**config.mk**
```make
export PLATFORM = sky130hd
export DESIGN_NAME = pll_reset_sequencer
export DESIGN_NICKNAME = d
export VERILOG_FILES = /design/src/rtl/pll_seq_pkg.sv /design/src/rtl/sync_2ff.sv /design/src/rtl/pll_reset_sequencer.sv
export SDC_FILE = /design/constraint.sdc
export NUM_CORES = 1
export LEC_CHECK = 0
export ABC_AREA = 1
export CORE_MARGIN = 1
export CORE_UTILIZATION = 62
export CTS_CLUSTER_DIAMETER = 30
export DETAILED_ROUTE_END_ITERATION = 10
export DONT_BUFFER_PORTS = 1
export PLACE_DENSITY_LB_ADDON = 0.08
export SYNTH_ARGS = -nofsm -noshare
export SYNTH_HDL_FRONTEND = slang
export SYNTH_SLANG_ARGS = --single-unit
export TNS_END_PERCENT = 20
```
**constraint.sdc**
```tcl
create_clock -name clk_12m -period 1.7 [get_ports clk_12m]
set_input_delay 0.085 -clock clk_12m [delete_from_list [all_inputs] [get_ports clk_12m]]
set_output_delay 0.085 -clock clk_12m [all_outputs]
set_load 0.02 [all_outputs]
```
**src/rtl/pll_seq_pkg.sv**
```systemverilog
// Shared constants for the PLL reset sequencer: state encodings, default timing, loss filter length.
// Optional lock-loss filter is enabled by defining PLL_SEQ_LOCK_FILTER_EN.
package pll_seq_pkg;

  localparam logic [2:0] PLL_RST   = 3'd0;
  localparam logic [2:0] WAIT_LOCK = 3'd1;
  localparam logic [2:0] STABLE    = 3'd2;
  localparam logic [2:0] RUN       = 3'd3;
  localparam logic [2:0] FAIL      = 3'd4;

  localparam int unsigned DEF_RST_HOLD_CYCLES     = 12;
  localparam int unsigned DEF_LOCK_TIMEOUT_CYCLES = 12000;
  localparam int unsigned DEF_LOCK_STABLE_CYCLES  = 1200;
  localparam int unsigned DEF_MAX_RETRIES         = 7;
  localparam int unsigned DEF_CNT_W               = 16;

  localparam int unsigned LOSS_FILTER_LEN = 4;
  localparam int unsigned FILT_W          = $clog2(LOSS_FILTER_LEN);

  function automatic logic [7:0] sat_inc8(input logic [7:0] v);
    return (v == 8'hFF) ? v : v + 8'd1;
  endfunction

endpackage

```
**src/rtl/sync_2ff.sv**
```systemverilog
// Generic two-flop synchronizer with synchronous active-low reset.
module sync_2ff #(
  parameter int unsigned WIDTH = 1
) (
  input  logic             clk,
  input  logic             rst_n,
  input  logic [WIDTH-1:0] d,
  output logic [WIDTH-1:0] q
);

  logic [WIDTH-1:0] meta;

  always_ff @(posedge clk) begin
    if (!rst_n) begin
      meta <= '0;
      q    <= '0;
    end else begin
      meta <= d;
      q    <= meta;
    end
  end

endmodule

```
**src/rtl/pll_reset_sequencer.sv**
```systemverilog
// iCE40 PLL reset sequencer in the 12 MHz reference domain: RESETB pulsing, lock timeout/retry, core reset gating.
// Define PLL_SEQ_LOCK_FILTER_EN to ignore lock-low glitches shorter than LOSS_FILTER_LEN cycles in STABLE/RUN.
module pll_reset_sequencer
  import pll_seq_pkg::*;
#(
  parameter int unsigned RST_HOLD_CYCLES     = DEF_RST_HOLD_CYCLES,
  parameter int unsigned LOCK_TIMEOUT_CYCLES = DEF_LOCK_TIMEOUT_CYCLES,
  parameter int unsigned LOCK_STABLE_CYCLES  = DEF_LOCK_STABLE_CYCLES,
  parameter int unsigned MAX_RETRIES         = DEF_MAX_RETRIES,
  parameter int unsigned CNT_W               = DEF_CNT_W
) (
  input  logic       clk_12m,
  input  logic       rst_n,
  input  logic       locked,
  input  logic       clear_stats,
  output logic       pll_resetb,
  output logic       core_rst_n,
  output logic       ready,
  output logic       fail,
  output logic [2:0] retry_count,
  output logic [7:0] lock_loss_count
);

  logic             lock_s;
  logic             lock_lost;
  logic             run_loss;
  logic [2:0]       state;
  logic [2:0]       state_nx;
  logic [CNT_W-1:0] cnt;
  logic [CNT_W-1:0] cnt_nx;
  logic [2:0]       retry_nx;

  sync_2ff #(.WIDTH(1)) u_lock_sync (
    .clk   (clk_12m),
    .rst_n (rst_n),
    .d     (locked),
    .q     (lock_s)
  );

`ifdef PLL_SEQ_LOCK_FILTER_EN
  logic [FILT_W-1:0] filt_cnt;

  // Loss is declared on the LOSS_FILTER_LEN-th consecutive low sample.
  assign lock_lost = !lock_s && (filt_cnt == FILT_W'(LOSS_FILTER_LEN - 1));

  always_ff @(posedge clk_12m) begin
    if (!rst_n) begin
      filt_cnt <= '0;
    end else if (lock_s || (state_nx != state)) begin
      filt_cnt <= '0;
    end else if (state == STABLE || state == RUN) begin
      filt_cnt <= filt_cnt + FILT_W'(1);
    end
  end
`else
  assign lock_lost = !lock_s;
`endif

  always_comb begin
    state_nx = state;
    cnt_nx   = cnt;
    retry_nx = retry_count;
    run_loss = 1'b0;
    case (state)
      PLL_RST: begin
        if (cnt == CNT_W'(RST_HOLD_CYCLES - 1)) begin
          state_nx = WAIT_LOCK;
          cnt_nx   = '0;
        end else begin
          cnt_nx = cnt + CNT_W'(1);
        end
      end
      WAIT_LOCK: begin
        // Lock seen on the timeout cycle takes priority over the retry.
        if (lock_s) begin
          state_nx = STABLE;
          cnt_nx   = '0;
        end else if (cnt == CNT_W'(LOCK_TIMEOUT_CYCLES - 1)) begin
          cnt_nx = '0;
          if (retry_count == 3'(MAX_RETRIES)) begin
            state_nx = FAIL;
          end else begin
            state_nx = PLL_RST;
            retry_nx = retry_count + 3'd1;
          end
        end else begin
          cnt_nx = cnt + CNT_W'(1);
        end
      end
      STABLE: begin
        if (lock_lost) begin
          state_nx = WAIT_LOCK;
          cnt_nx   = '0;
        end else if (cnt == CNT_W'(LOCK_STABLE_CYCLES - 1)) begin
          state_nx = RUN;
          cnt_nx   = '0;
        end else begin
          cnt_nx = cnt + CNT_W'(1);
        end
      end
      RUN: begin
        if (lock_lost) begin
          state_nx = PLL_RST;
          cnt_nx   = '0;
          retry_nx = 3'd0;
          run_loss = 1'b1;
        end
      end
      FAIL: begin
        state_nx = FAIL;
      end
      default: begin
        state_nx = PLL_RST;
        cnt_nx   = '0;
      end
    endcase
  end

  // Outputs are decoded from the next state so they switch on the same edge as the state register.
  always_ff @(posedge clk_12m) begin
    if (!rst_n) begin
      state           <= PLL_RST;
      cnt             <= '0;
      retry_count     <= '0;
      lock_loss_count <= '0;
      pll_resetb      <= 1'b0;
      core_rst_n      <= 1'b0;
      ready           <= 1'b0;
      fail            <= 1'b0;
    end else begin
      state       <= state_nx;
      cnt         <= cnt_nx;
      retry_count <= retry_nx;
      pll_resetb  <= !((state_nx == PLL_RST) || (state_nx == FAIL));
      core_rst_n  <= (state_nx == RUN);
      ready       <= (state_nx == RUN);
      fail        <= (state_nx == FAIL);
      if (clear_stats) begin
        lock_loss_count <= '0;
      end else if (run_loss) begin
        lock_loss_count <= sat_inc8(lock_loss_count);
      end
    end
  end

endmodule

```
# After elaboration in Yosys (flattened, before gate mapping)
# Index checks and enable logic that the tools add are counted.
word_totals:
  register_bits: 35
  latchBits: 0
  ramBits: 0
  romBits: 0
  inputBits: 4
  elab_cells: 61
  memories: 0
op_classes:
  add_sub_neg: 3
  n_mul: 0
  div_mod_pow: 0
  order_cmp: 0
  eq_ne: 15
  shifts: 0
  n_mux: 22
  bitwise_logic: 3
  reduce_logical: 9
ops:
  columns: ["op", "n"]
  rows:
  - ["$mux 16", 6]
  - ["$pmux 16 s5", 1]
  - ["$mux 3", 11]
  - ["$add 16x1->16 const B", 1]
  - ["$eq 16x11->1 const B", 1]
  - ["$eq 16x14->1 const B", 1]
  - ["$eq 16x4->1 const B", 1]
  - ["$pmux 3 s5", 1]
  - ["$eq 3x2->1 const B", 3]
  - ["$eq 3x3->1 const B", 3]
  - ["$add 8x1->8 const B", 1]
  - ["$eq 8x8->1 const B", 1]
  - ["$ne 2x2->1 const B", 4]
  - ["$logic_not 3->1", 2]
  - ["$pmux 3 s2", 1]
  - ["$reduce_and 5->1", 1]
  - ["$reduce_and 2->1", 2]
  - ["$add 3x1->3 const B", 1]
  - ["$eq 3x1->1 const B", 1]
  - ["$not 1->1", 3]
  - ["$mux 1", 2]
  - ["$reduce_bool 2->1", 1]
  - ["$reduce_or 2->1", 1]
  - ["$logic_not 1->1", 1]
  - ["$logic_or 1x1->1", 1]

# Logic depth before layout (Yosys ltp)
depth:
  ltp_word: 8
  depth_mapped: 11

# By module
# Synthesis repeated with hierarchy kept, for this count alone.
hier_totals:
  hier_cells: 294
  area_unflattened_um2: 1958.1
by_module_without_submodules:
  columns: ["mod", "instances", "cells_per_inst", "area_each_um2", "seq_area_each_um2"]
  rows:
  - ["pll_reset_sequencer", 1, 288, 1903.1, 660.6]
  - ["sync_2ff", 1, 6, 55.1, 40.0]

# Least setup slack after synthesis
# Ideal clock, no wire load.
synth_path:
  path_type: "register -> register"
  from: "register retry_count[0]"
  to: "register retry_count[2]"
  setup_time_ns: 0.120
  arrival_time_ns: 1.411
  required_time_ns: 1.580
  setup_slack_ns: 0.170
  stages_incl_launch_ff: 7
  path_buffers: 0
  synth_period_minus_slack_ns: 1.530
  path_cell_list: "dfxtp_1 ha_1 ha_1 a211oi_1 nand2_1 nand2_1 a21oi_1"
synth_via:
  elab_chain_len: 5
synth_lines:
  columns: ["element", "line", "text"]
  rows:
  - ["start: declaration", "pll_reset_sequencer.sv:20", "output logic [2:0] retry_count,"]
  - ["start signal: assignment", "pll_reset_sequencer.sv:133", "retry_count <= retry_nx;"]
  - ["$add 3x1->3", "pll_reset_sequencer.sv:84", "retry_nx = retry_count + 3'd1;"]
  - ["$mux 3", "pll_reset_sequencer.sv:80", "if (retry_count == 3'(MAX_RETRIES)) begin"]
  - ["$mux 3", "pll_reset_sequencer.sv:78", "end else if (cnt == CNT_W'(LOCK_TIMEOUT_CYCLES - 1)) begin"]
  - ["$mux 3", "pll_reset_sequencer.sv:75", "if (lock_s) begin"]
  - ["$pmux 3 s2", "pll_reset_sequencer.sv:64", "case (state)"]
# Several ways; a longest one is shown, not always the timed one. The select of a mux whose other input is x is not followed.
# A chain may end at the register's enable or synchronous reset.

# Worst setup path after layout
layout_path:
  from: "register cnt[0]"
  to: "register cnt[8]"
layout_via:
  elab_chain_len: 4
layout_lines:
  columns: ["element", "line", "text"]
  rows:
  - ["start: declaration", "pll_reset_sequencer.sv:29", "logic [CNT_W-1:0] cnt;"]
  - ["start signal: assignment", "pll_reset_sequencer.sv:132", "cnt <= cnt_nx;"]
  - ["$add 16x1->16 (tied with other cells)", "pll_reset_sequencer.sv:70, pll_reset_sequencer.sv:87, pll_reset_sequencer.sv:98", null]
  - ["$mux 16 (on tied branches)", "pll_reset_sequencer.sv:94, pll_reset_sequencer.sv:78", null]
  - ["$mux 16 (on tied branches)", "pll_reset_sequencer.sv:91, pll_reset_sequencer.sv:75", null]
  - ["$pmux 16 s5 (*)", "pll_reset_sequencer.sv:64", null]
# Every way passes the cells marked *; elsewhere a longest branch is shown, timed or not.

==> metrics.txt <==
TritonCTS clock tree=yes; FP Rows=20; status=finished clean; Synth Cell Area=0.00201 mm^2; Worst EP arrival=1.80 ns; power per cell area=719 mW/mm^2; GR Overflow Total=0; initial antenna violation count=0; IO Port Bufs=0; final worst path period share=92.6%; WL per Instance=12.0 um; clock sink count=35; ANT nets after route=0; Syn-to-layout area delta=13.8%; number of remaining DRC errors=0; Slew HR=63.1%; non-filler instance count after layout=373; Final setup viols=0; Mapped Avg Cell Area=6.48 um^2; Hold Crit Depth=3; post-synth cell types=27; most frequent CP cell=nor2_1; GR Util All Layers=27.9%; die area=0.00347 mm^2; Avg Vias per Cell=5.24; setup TNS=0 ns; # fillers=265; flop and latch count out of synthesis=35; reg2reg path depth=8; CTS buffer count=5; Hold WC Path Type=input pin to flop; Worst-Skew Late Latency=0.33 ns; vias in the first global route=1688; dpl hpwl=3.32 mm; first-iteration detailed-routing DRC count=114; peak supply drop=806 uV; clock slew seen by the registers of the worst setup and hold paths=0.11 ns; YS warnings=0; first-pass GRT wire length=7.36 mm; Total Wirelength=4.49 mm; total number of vias=1954; Fmax achieved=635 MHz; largest net degree at the start of global routing=12; fraction of layout cells with a size suffix above 1=12.8%; Die Y=58.9 um; Worst Path Required=1.92 ns; I/O pin total=19; Longest Clk Path Bufs=2; Initial Util=65.8%; clock tree root buffer cell=clkbuf_4; sequential-to-total area share from yosys stat=34.9%; Syn Inst Count=310; crit-path max cell delay=0.39 ns; Power Total=1.64 mW; Worst Setup Start Kind=flop; Nets=336; die width=58.9 um; Core Area=0.00305 mm^2; Diodes inserted=0; slowest CP cell=dfxtp_2; sequence of cells on the critical path=ha_4 -> nand3_1 -> nor2_1 -> nand2_1 -> nand2_2 -> nand4_2 -> nand2_4 -> nor2_1; # placed instances=361; Final Skew=0.0130 ns; post-CTS setup buffer count=0; GPL Wtd Cong=0.950; leakage=1.02 nW; post-layout min period=1.57 ns; Max Slew Vio Count=0; Worst Tran Pin Value=0.554 ns; Syn Nets=318; WS Path Type=flop to flop; MaxCap Viol Count=0; CP Max Fanout=8; minimum hold slack=0.367 ns; Critical Path Sink Type=flop; DRT Pass-1 Iters=4; Final Hold Vio Count=0; CTS H-tree depth=2
layer usage:
layer	part of all wire (%)	GRT usage [%]	wire, um	vias to the layer above
met5	0	0	0	-
met4	1.2	9.18	53	0
met3	6.3	6.59	283	6
met2	47	44.5	2130	62
met1	45	37.1	2020	884
li1	-	-	-	1002
stage by stage:
stage	setup slack, ns	util (%)	cell area (um^2)
after floorplan	0.170	-	2010
after global placement	0.122	69.2	2110
after detailed placement	0.110	69.2	2110
after CTS	0.00251	73.9	2250
after global routing	-0.0139	74.9	2290
final	0.126	74.9	2290
sequential cells by signal (all words and copies together), names as in the netlist:
register	cells
fail	1
retry_count	3
lock_loss_count	8
pll_resetb	1
cnt	16
ready	1
u_lock_sync.meta	1
state	3
u_lock_sync.q	1
report_power, final:
part	switching (mW)	internal, mW
Clock	0.287	0.459
Sequential	0.0119	0.829
Combinational	0.0327	0.0238
Total	0.331	1.31
synthesized netlist by cell type:
cell       n  share of area, %
nand4_1    5               1.6
ha_1       4               2.5
nor3_1     8               2.0
clkinv_1   1              0.19
a21oi_2    1              0.44
nor2_2     3              0.93
a21oi_1   14               3.5
nand2_4    1              0.56
nand3_1   17               4.2
nand3_2    2               1.0
nor2_1    51               9.5
inv_1     38               7.1
xnor2_1    3               1.3
xor2_1    10               4.4
buf_4      2              0.75
nand2_2    5               1.6
o21bai_2   1              0.56
nor2_4     3               1.7
nand4_2    1              0.62
dfxtp_1   35                35
nand2_1   93                17
o21ai_0    5               1.2
nand3b_1   1              0.37
a211oi_1   1              0.37
inv_2      3              0.56
a31oi_1    1              0.31
buf_6      1              0.56
area by class of cell:
cell class                      instances  area, um^2  share of cell area, %
Inverter                               42         161                   7.06
Clock buffer                            6        41.3                   1.81
Multi-Input combinational cell        230        1150                   50.2
Tap cell                               44        55.1                   2.41
Clock inverter                          2        60.1                   2.63
Sequential cell                        35         703                   30.8
Timing Repair Buffer                   14         118                   5.15
what timing repair did:
item | in CTS | in global routing
resized for setup | 0 | 8
endpoints found under the setup margin | 0 | 26
hold buffers | 4 | 0
hold endpoints to repair | 28 | 0
worst paths after layout:
| path | from | to | slack (ns) |
|---|---|---|---|
| max | cnt[0] | cnt[8] | 0.13 |
| min | rst_n | cnt[2] | 0.37 |
| max reg2reg | cnt[0] | cnt[8] | 0.13 |
| min reg2reg | cnt[14] | cnt[14] | 0.54 |
cell usage in the layout, fill, tap and decap left out, drive strengths merged, types with 2 or more instances in the layout:
cell,instances
dlygate4sd3,3
buf,10
nor2,57
clkbuf,6
nand4,6
o21ai,5
a21oi,15
nor3,8
inv,41
ha,4
dfxtp,35
xor2,10
bufinv,2
xnor2,3
nand2,99
nand3,19
cell families after synthesis:
family,synth area share (%)
simple gates,41.4
buf+inv,9.15
xor+xnor,5.67
compound gates,6.41
fa+ha+maj,2.49
flops,34.9
critical path: cells and delay by family, from the launching register on:
family | cells | cell delay (ns)
simple gates | 7 | 0.91
flops | 1 | 0.39
fa+ha+maj | 1 | 0.17
(Power assumes the default switching activity.)
